<file path="config.mk">
export PLATFORM = sky130hd
export DESIGN_NAME = cart_loader
export DESIGN_NICKNAME = d
export VERILOG_FILES = /design/src/rtl/astro_cart_pkg.sv /design/src/rtl/cart_loader.sv
export SDC_FILE = /design/constraint.sdc
export NUM_CORES = 1
export LEC_CHECK = 0
export BUFFER_PORTS_ARGS = -buffer_cell sky130_fd_sc_hd__buf_4
export CELL_PAD_IN_SITES_DETAIL_PLACEMENT = 0
export CELL_PAD_IN_SITES_GLOBAL_PLACEMENT = 1
export CORE_UTILIZATION = 46
export CTS_BUF_LIST = sky130_fd_sc_hd__clkbuf_8
export CTS_CLUSTER_DIAMETER = 200
export CTS_CLUSTER_SIZE = 24
export DETAILED_ROUTE_END_ITERATION = 10
export HOLD_SLACK_MARGIN = 0.1
export PLACE_DENSITY = 0.88
export SLEW_MARGIN = 20
export SYNTH_ARGS = -nofsm -noshare
export SYNTH_HDL_FRONTEND = slang
export SYNTH_SLANG_ARGS = --single-unit
</file>
<file path="constraint.sdc">
create_clock -name clk_sys -period 50.8 [get_ports clk_sys]
set_input_delay 7.62 -clock clk_sys [delete_from_list [all_inputs] [get_ports clk_sys]]
set_output_delay 7.62 -clock clk_sys [all_outputs]
set_load 0.005 [all_outputs]
</file>
<file path="src/rtl/astro_cart_pkg.sv">
// Shared types and helpers for the Astrocade cartridge loader.
// Holds the loader state encoding, default window geometry and the
// mirror-block sizing function used when an image is shorter than the window.
package astro_cart_pkg;

    typedef enum logic [2:0] {
        ST_IDLE      = 3'd0,
        ST_LOAD      = 3'd1,
        ST_PAD       = 3'd2,
        ST_MIRROR_RD = 3'd3,
        ST_MIRROR_WR = 3'd4,
        ST_DONE      = 3'd5
    } cart_ld_state_t;

    localparam int unsigned CART_AW   = 32'd13;
    localparam int unsigned CART_WIN  = 32'd1 << CART_AW;
    localparam int unsigned MIN_BLOCK = 32'd2048;

    // Smallest power of two >= size, never below min_blk and never above win.
    // min_blk and win are powers of two with min_blk <= win.
    function automatic logic [16:0] blk_size(input logic [16:0] size,
                                             input logic [16:0] min_blk,
                                             input logic [16:0] win);
        logic [16:0] b;
        b = min_blk;
        for (int i = 0; i < 17; i++) begin
            if ((b < size) && (b < win)) begin
                b = {b[15:0], 1'b0};
            end else begin
                b = b;
            end
        end
        if (b > win) begin
            b = win;
        end else begin
            b = b;
        end
        return b;
    endfunction

endpackage

</file>
<file path="src/rtl/cart_loader.sv">
// Cartridge loader: writes the HPS download stream into the cart RAM,
// then pads and mirrors short images across the whole window so the
// cart bus decode never has to know the image size.
module cart_loader #(
    parameter logic [7:0]  CART_INDEX = 8'd1,
    parameter int unsigned AW         = 32'd13,
    parameter int unsigned MIN_BLOCK  = 32'd2048,
    parameter logic [7:0]  PAD_BYTE   = 8'hFF
) (
    input  logic          clk_sys,
    input  logic          reset,
    input  logic          ioctl_download,
    input  logic          ioctl_wr,
    input  logic [24:0]   ioctl_addr,
    input  logic [7:0]    ioctl_dout,
    input  logic [7:0]    ioctl_index,
    output logic          ioctl_wait,
    output logic [AW-1:0] mem_addr,
    output logic [7:0]    mem_din,
    output logic          mem_we,
    input  logic [7:0]    mem_dout,
    output logic          mem_own,
    output logic          busy,
    output logic          cart_valid,
    output logic [15:0]   cart_size,
    output logic          overflow
);

    import astro_cart_pkg::*;

    // Window size, last window address and minimum block, all AW+1 bits so
    // the full window size itself is representable (ptr never wraps).
    localparam logic [AW:0] WIN_V  = {1'b1, {AW{1'b0}}};
    localparam logic [AW:0] LAST_V = {1'b0, {AW{1'b1}}};
    localparam logic [AW:0] ONE_V  = {{AW{1'b0}}, 1'b1};
    localparam logic [AW:0] MINB_V = MIN_BLOCK[AW:0];
    localparam logic [15:0] WIN16  = 16'(WIN_V);

    cart_ld_state_t state_r, state_nxt_s;

    logic [AW:0]   ptr_r, ptr_nxt_s;
    logic [AW:0]   blk_r, blk_nxt_s;
    logic [15:0]   cart_size_r, cart_size_nxt_s;
    logic          overflow_r, overflow_nxt_s;
    logic          cart_valid_r, cart_valid_nxt_s;

    logic          start_s;
    logic          in_range_s;
    logic [AW:0]   cand_s;
    logic [15:0]   cand16_s;
    logic [16:0]   blk_full_s;
    logic [AW:0]   blk_mask_s;
    logic [AW:0]   ptr_inc_s;
    logic          busy_s;
    logic [AW-1:0] mem_addr_s;
    logic [7:0]    mem_din_s;
    logic          mem_we_s;

    // Derived helper values shared by the next-state logic.
    always_comb begin
        start_s    = ioctl_download && (ioctl_index == CART_INDEX);
        in_range_s = (ioctl_addr[24:AW] == '0);
        cand_s     = {1'b0, ioctl_addr[AW-1:0]} + ONE_V;
        cand16_s   = 16'(cand_s);
        blk_full_s = blk_size(17'(cart_size_r), 17'(MINB_V), 17'(WIN_V));
        blk_mask_s = blk_r - ONE_V;
        ptr_inc_s  = ptr_r + ONE_V;
        busy_s     = (state_r == ST_PAD) || (state_r == ST_MIRROR_RD) ||
                     (state_r == ST_MIRROR_WR);
    end

    // Next-state, datapath updates and RAM port drive.
    always_comb begin
        state_nxt_s      = state_r;
        ptr_nxt_s        = ptr_r;
        blk_nxt_s        = blk_r;
        cart_size_nxt_s  = cart_size_r;
        overflow_nxt_s   = overflow_r;
        cart_valid_nxt_s = cart_valid_r;
        mem_addr_s       = '0;
        mem_din_s        = 8'h00;
        mem_we_s         = 1'b0;

        case (state_r)
            ST_IDLE, ST_DONE: begin
                if (start_s) begin
                    state_nxt_s      = ST_LOAD;
                    cart_size_nxt_s  = 16'd0;
                    overflow_nxt_s   = 1'b0;
                    cart_valid_nxt_s = 1'b0;
                end else begin
                    state_nxt_s = state_r;
                end
            end

            ST_LOAD: begin
                if (!ioctl_download) begin
                    // Download finished: decide how much post-processing is needed.
                    if (cart_size_r == 16'd0) begin
                        state_nxt_s      = ST_IDLE;
                        cart_valid_nxt_s = 1'b0;
                    end else if (cart_size_r >= WIN16) begin
                        state_nxt_s      = ST_DONE;
                        cart_valid_nxt_s = 1'b1;
                    end else begin
                        blk_nxt_s = blk_full_s[AW:0];
                        if (17'(cart_size_r) < blk_full_s) begin
                            state_nxt_s = ST_PAD;
                            ptr_nxt_s   = cart_size_r[AW:0];
                        end else begin
                            state_nxt_s = ST_MIRROR_RD;
                            ptr_nxt_s   = blk_full_s[AW:0];
                        end
                    end
                end else if (ioctl_wr) begin
                    if (in_range_s) begin
                        mem_we_s   = 1'b1;
                        mem_addr_s = ioctl_addr[AW-1:0];
                        mem_din_s  = ioctl_dout;
                        if (cand16_s > cart_size_r) begin
                            cart_size_nxt_s = cand16_s;
                        end else begin
                            cart_size_nxt_s = cart_size_r;
                        end
                    end else begin
                        overflow_nxt_s  = 1'b1;
                        cart_size_nxt_s = WIN16;
                    end
                end else begin
                    state_nxt_s = ST_LOAD;
                end
            end

            ST_PAD: begin
                mem_we_s   = 1'b1;
                mem_addr_s = ptr_r[AW-1:0];
                mem_din_s  = PAD_BYTE;
                if (ptr_r == blk_mask_s) begin
                    // A block equal to the window leaves nothing to mirror.
                    if (blk_r == WIN_V) begin
                        state_nxt_s      = ST_DONE;
                        cart_valid_nxt_s = 1'b1;
                    end else begin
                        state_nxt_s = ST_MIRROR_RD;
                        ptr_nxt_s   = blk_r;
                    end
                end else begin
                    ptr_nxt_s = ptr_inc_s;
                end
            end

            ST_MIRROR_RD: begin
                // Read the source byte from the first block; data returns next cycle.
                mem_addr_s  = ptr_r[AW-1:0] & blk_mask_s[AW-1:0];
                state_nxt_s = ST_MIRROR_WR;
            end

            ST_MIRROR_WR: begin
                mem_we_s   = 1'b1;
                mem_addr_s = ptr_r[AW-1:0];
                mem_din_s  = mem_dout;
                if (ptr_r == LAST_V) begin
                    state_nxt_s      = ST_DONE;
                    cart_valid_nxt_s = 1'b1;
                end else begin
                    state_nxt_s = ST_MIRROR_RD;
                    ptr_nxt_s   = ptr_inc_s;
                end
            end

            default: begin
                state_nxt_s = ST_IDLE;
            end
        endcase
    end

    // State and datapath registers; reset aborts any fill in progress.
    always_ff @(posedge clk_sys) begin
        if (reset) begin
            state_r      <= ST_IDLE;
            ptr_r        <= '0;
            blk_r        <= '0;
            cart_size_r  <= 16'd0;
            overflow_r   <= 1'b0;
            cart_valid_r <= 1'b0;
        end else begin
            state_r      <= state_nxt_s;
            ptr_r        <= ptr_nxt_s;
            blk_r        <= blk_nxt_s;
            cart_size_r  <= cart_size_nxt_s;
            overflow_r   <= overflow_nxt_s;
            cart_valid_r <= cart_valid_nxt_s;
        end
    end

    // Output drive; HPS is held off exactly while post-processing runs.
    always_comb begin
        busy       = busy_s;
        ioctl_wait = busy_s;
        mem_own    = ioctl_download | busy_s;
        mem_addr   = mem_addr_s;
        mem_din    = mem_din_s;
        mem_we     = mem_we_s;
        cart_valid = cart_valid_r;
        cart_size  = cart_size_r;
        overflow   = overflow_r;
    end

endmodule
</file>
==> impl_metrics.py <==
metrics = {
    "global_routing": {
        "grt_start_max_net_pins": 38,
        "number_of_global_route_vias_before_repair": 5648,
        "antenna_violations_before_repair": 0,
        "global_route.overflow_total": 0,
        "first_pass_grt_wire_length_mm": 27.9,
        "grt.total_usage_pct": 26.5,
    },
    "setup_path": {
        "timing.setup.critical_path_class": "flip-flop to flip-flop",
        "critical_path.startpoint_type": "flip-flop",
        "critical-path-top-cell-by-count": "sky130_fd_sc_hd__ha_1",
        "timing.critical_path.depth": 123,
        "worst-path-buf-inv": 14,
        "crit_slowest_cell": "sky130_fd_sc_hd__nor2_1",
        "worst-r2r-cell-count": 123,
        "worstSetupEndpointType": "flip-flop",
        "reg2reg_slack_ns": 20.68,
        "worstReg2RegEnd": "ptr_r[12]",
        "r2r-start": "cart_size[10]",
        "worstPathArrival_ns": 30.33,
        "timing.critical_path.slowest_cell_delay_ns": 0.80,
        "critPathMaxFanout": 12,
        "worst_ep_required_time_ns": 51.01,
        "timing.critical_path.max_delay_family": "compound AO/OA/AOI/OAI gates",
    },
    "floorplanning": {
        "top_level_ports": 96,
        "horizontal_die_dimension_um": 112,
        "rows": 39,
        "floorplan.initialDensity_pct": 48.1,
        "die_area_mm2": 0.0126,
        "core_region_area_mm2": 0.0117,
        "die_height_um": 112,
    },
    "timing": {
        "period_minus_slack_ns": 30.12,
        "final-hold-violation-count": 0,
        "setup_repair_after_global_routing_missed_its_margin": "no",
        "setup_ws_ns": 20.68,
        "max_slew_margin_pct": 35.0,
        "final.setup.tns_ns": 0,
        "finalMaxSlewViolations": 0,
        "setup_viol": 0,
        "finClkSkew_ns": 0.00579,
        "tightestPinTransition_ns": 0.971,
        "final.hold.worst_slack_ns": 0.527,
        "maxClockFrequency_mhz": 33.2,
        "layout_worst_path_cycle_share_pct": 59.3,
    },
    "route": {
        "totalWireLength_mm": 17.1,
        "post-route-drc-count": 0,
        "routedWlPerCell_um": 17.3,
        "detail-route-antenna-nets": 0,
        "drtPass1Iterations": 5,
        "post_drt_via_cell_ratio": 6.35,
        "drtIter0Drc": 469,
        "total_number_of_vias": 6270,
    },
    "logic_synthesis": {
        "synthCells": 772,
        "synthDistinctLibCells": 95,
        "synth.area.top_cells": "sky130_fd_sc_hd__ha_1 (13%), sky130_fd_sc_hd__dfxtp_1 (13%), sky130_fd_sc_hd__a21oi_1 (5.8%), sky130_fd_sc_hd__nor2_1 (5.3%), sky130_fd_sc_hd__nand2_1 (4.1%)",
        "synth_top_family_by_area": "compound AO/OA/AOI/OAI gates",
        "yosysWarningCount": 0,
        "synth_top_cell_by_area": "sky130_fd_sc_hd__ha_1",
        "synth-edff-count": 0,
        "avgSynthCellArea_um2": 7.26,
        "yosys_most_used_dff": "sky130_fd_sc_hd__dfxtp_1",
        "synth_xor_xnor_area_share_pct": 3.75,
        "synth_adder_area_share_pct": 13.2,
        "synth_compound_gate_area_share_pct": 35.8,
        "post_synthesis_instance_area_mm2": 0.00561,
        "asyncSetResetFlopFracSynth_pct": 0,
        "seq_area_frac_synth_pct": 12.9,
        "postSynthRegisterBits": 36,
        "synth.mux.area_fraction_pct": 1.94,
        "synth_top_area_share_pct": 13.2,
        "synthSimpleGateAreaFrac_pct": 26.9,
    },
    "cts": {
        "postCtsSetupBuffers": 0,
        "tritoncts.num_buffers": 5,
        "cts.reportedPaths.clkPinSlew_ns": 0.08,
        "cts_resized": 0,
        "clock-sinks": 36,
        "cts_max_path_bufs": 2,
        "clk_latency_ns": 0.29,
        "cts_hold_buffers": 0,
        "cts_htree_levels": 2,
        "tritoncts_clock_tree": "yes",
        "clk_root_buffer_cell": "sky130_fd_sc_hd__clkbuf_8",
    },
    "final_layout": {
        "final_area_mm2": 0.00648,
        "area_growth_pct": 15.6,
        "layout-drive-gt1-share_pct": 17.9,
        "antennaDiodeCount": 0,
        "num-nets-final": 956,
    },
    "placed_design": {
        "place.detailed.hpwl_mm": 13.0,
        "routabilityCongestion": 0.899,
        "placement.io_buffers": 93,
        "placement.setup.worst_slack_ns": 21.44,
        "placed_area_mm2": 0.00638,
    },
    "hold_path": {
        "min-delay-start": "overflow",
        "hold-path-cell-count": 2,
        "hold-path-endpoint": "overflow",
        "timing.hold.worst.class": "flip-flop to flip-flop",
    },
    "run": {
        "cap_viol_max_count": 0,
    },
    "outcome": {
        "status": "complete, no violations",
    },
}
-- synth_stat cells (all sizes together), types with 7 or more instances --
cell type / count
buf: 10
a21o: 11
nor4: 8
nand2b: 12
nor2: 79
and3: 15
a211oi: 13
o21ai: 51
nand2: 61
a31oi: 11
nor3: 23
nand4: 9
and2: 9
a22o: 12
a21oi: 68
ha: 59
dfxtp: 36
xnor2: 16
inv: 43
or3: 7
o31ai: 10
xor2: 8
o211ai: 9
nand3: 34
nor3b: 7
a22oi: 12
clkbuf: 24
-- area by class of cell --
cell class / instances / area, um^2
inverters: 44 / 165
multi-input cells: 659 / 4590
repair buffers: 98 / 736
fillers: 1137 / 5180
clock inverters: 2 / 10.0
well taps: 143 / 179
flip-flops and latches: 36 / 721
clock buffers: 6 / 82.6
-- per-stage QoR --
| stage | cells | util [%] |
|---|---|---|
| after floorplan | 773 | - |
| after global routing | 988 | 55.6 |
| after global placement | 980 | 54.7 |
| final | 988 | 55.6 |
| after detailed placement | 980 | 54.7 |
| after CTS | 988 | 55.5 |
-- kinds of logic (layout without fill, tap and decap cells) --
group	after synthesis	in the layout
and+or+nand+nor	294	294
AOI/OAI and AO/OA	270	270
buffers and inverters	78	150
adders and majority gates	59	59
DFF	36	36
xor gates and xnor gates	24	24
muxes	10	10
other	1	2
-- sequential cells by signal, indices dropped and copies added (netlist names) --
signal and count:
ptr_r 14, overflow 1, cart_size 14, state_r 3, blk_r 3, cart_valid 1
-- cell usage in the layout, fill, tap and decap left out, drive strengths merged, types with 23 or more instances in the layout --
cell type,n
buf,98
nor2,79
a21oi,68
nand2,61
ha,59
o21ai,51
inv,43
dfxtp,36
nand3,34
nor3,23
-- worst max path at each step --
stage / endpoint / startpoint
finish: ptr_r[12] / cart_size[10]
global route: ptr_r[12] / cart_size[10]
floorplan: ptr_r[0] / cart_size[5]
global placement: ptr_r[9] / cart_size[5]
CTS: ptr_r[12] / cart_size[10]
detailed placement: ptr_r[12] / cart_size[10]
-- routing by layer --
metal | GRT usage [%] | vias to the layer above | wire, um
li1 | - | 3066 | -
met1 | 37.7 | 2952 | 8120
met2 | 43.1 | 237 | 7660
met3 | 3.08 | 15 | 1160
met4 | 5.24 | 0 | 185
met5 | 0 | - | 0
-- worst reg2reg max path, delay by kind of cell (launching register included) --
family | cells | cell delay [ns]
compound gates | 45 | 11.96
simple gates | 42 | 8.76
fa+ha+maj | 18 | 5.76
buf+inv | 14 | 1.83
mux | 4 | 1.35
flops | 1 | 0.37
Power is left out: the tool's default activity adds up to more than one toggle a clock period on the data nets, which glitch-free logic cannot reach.
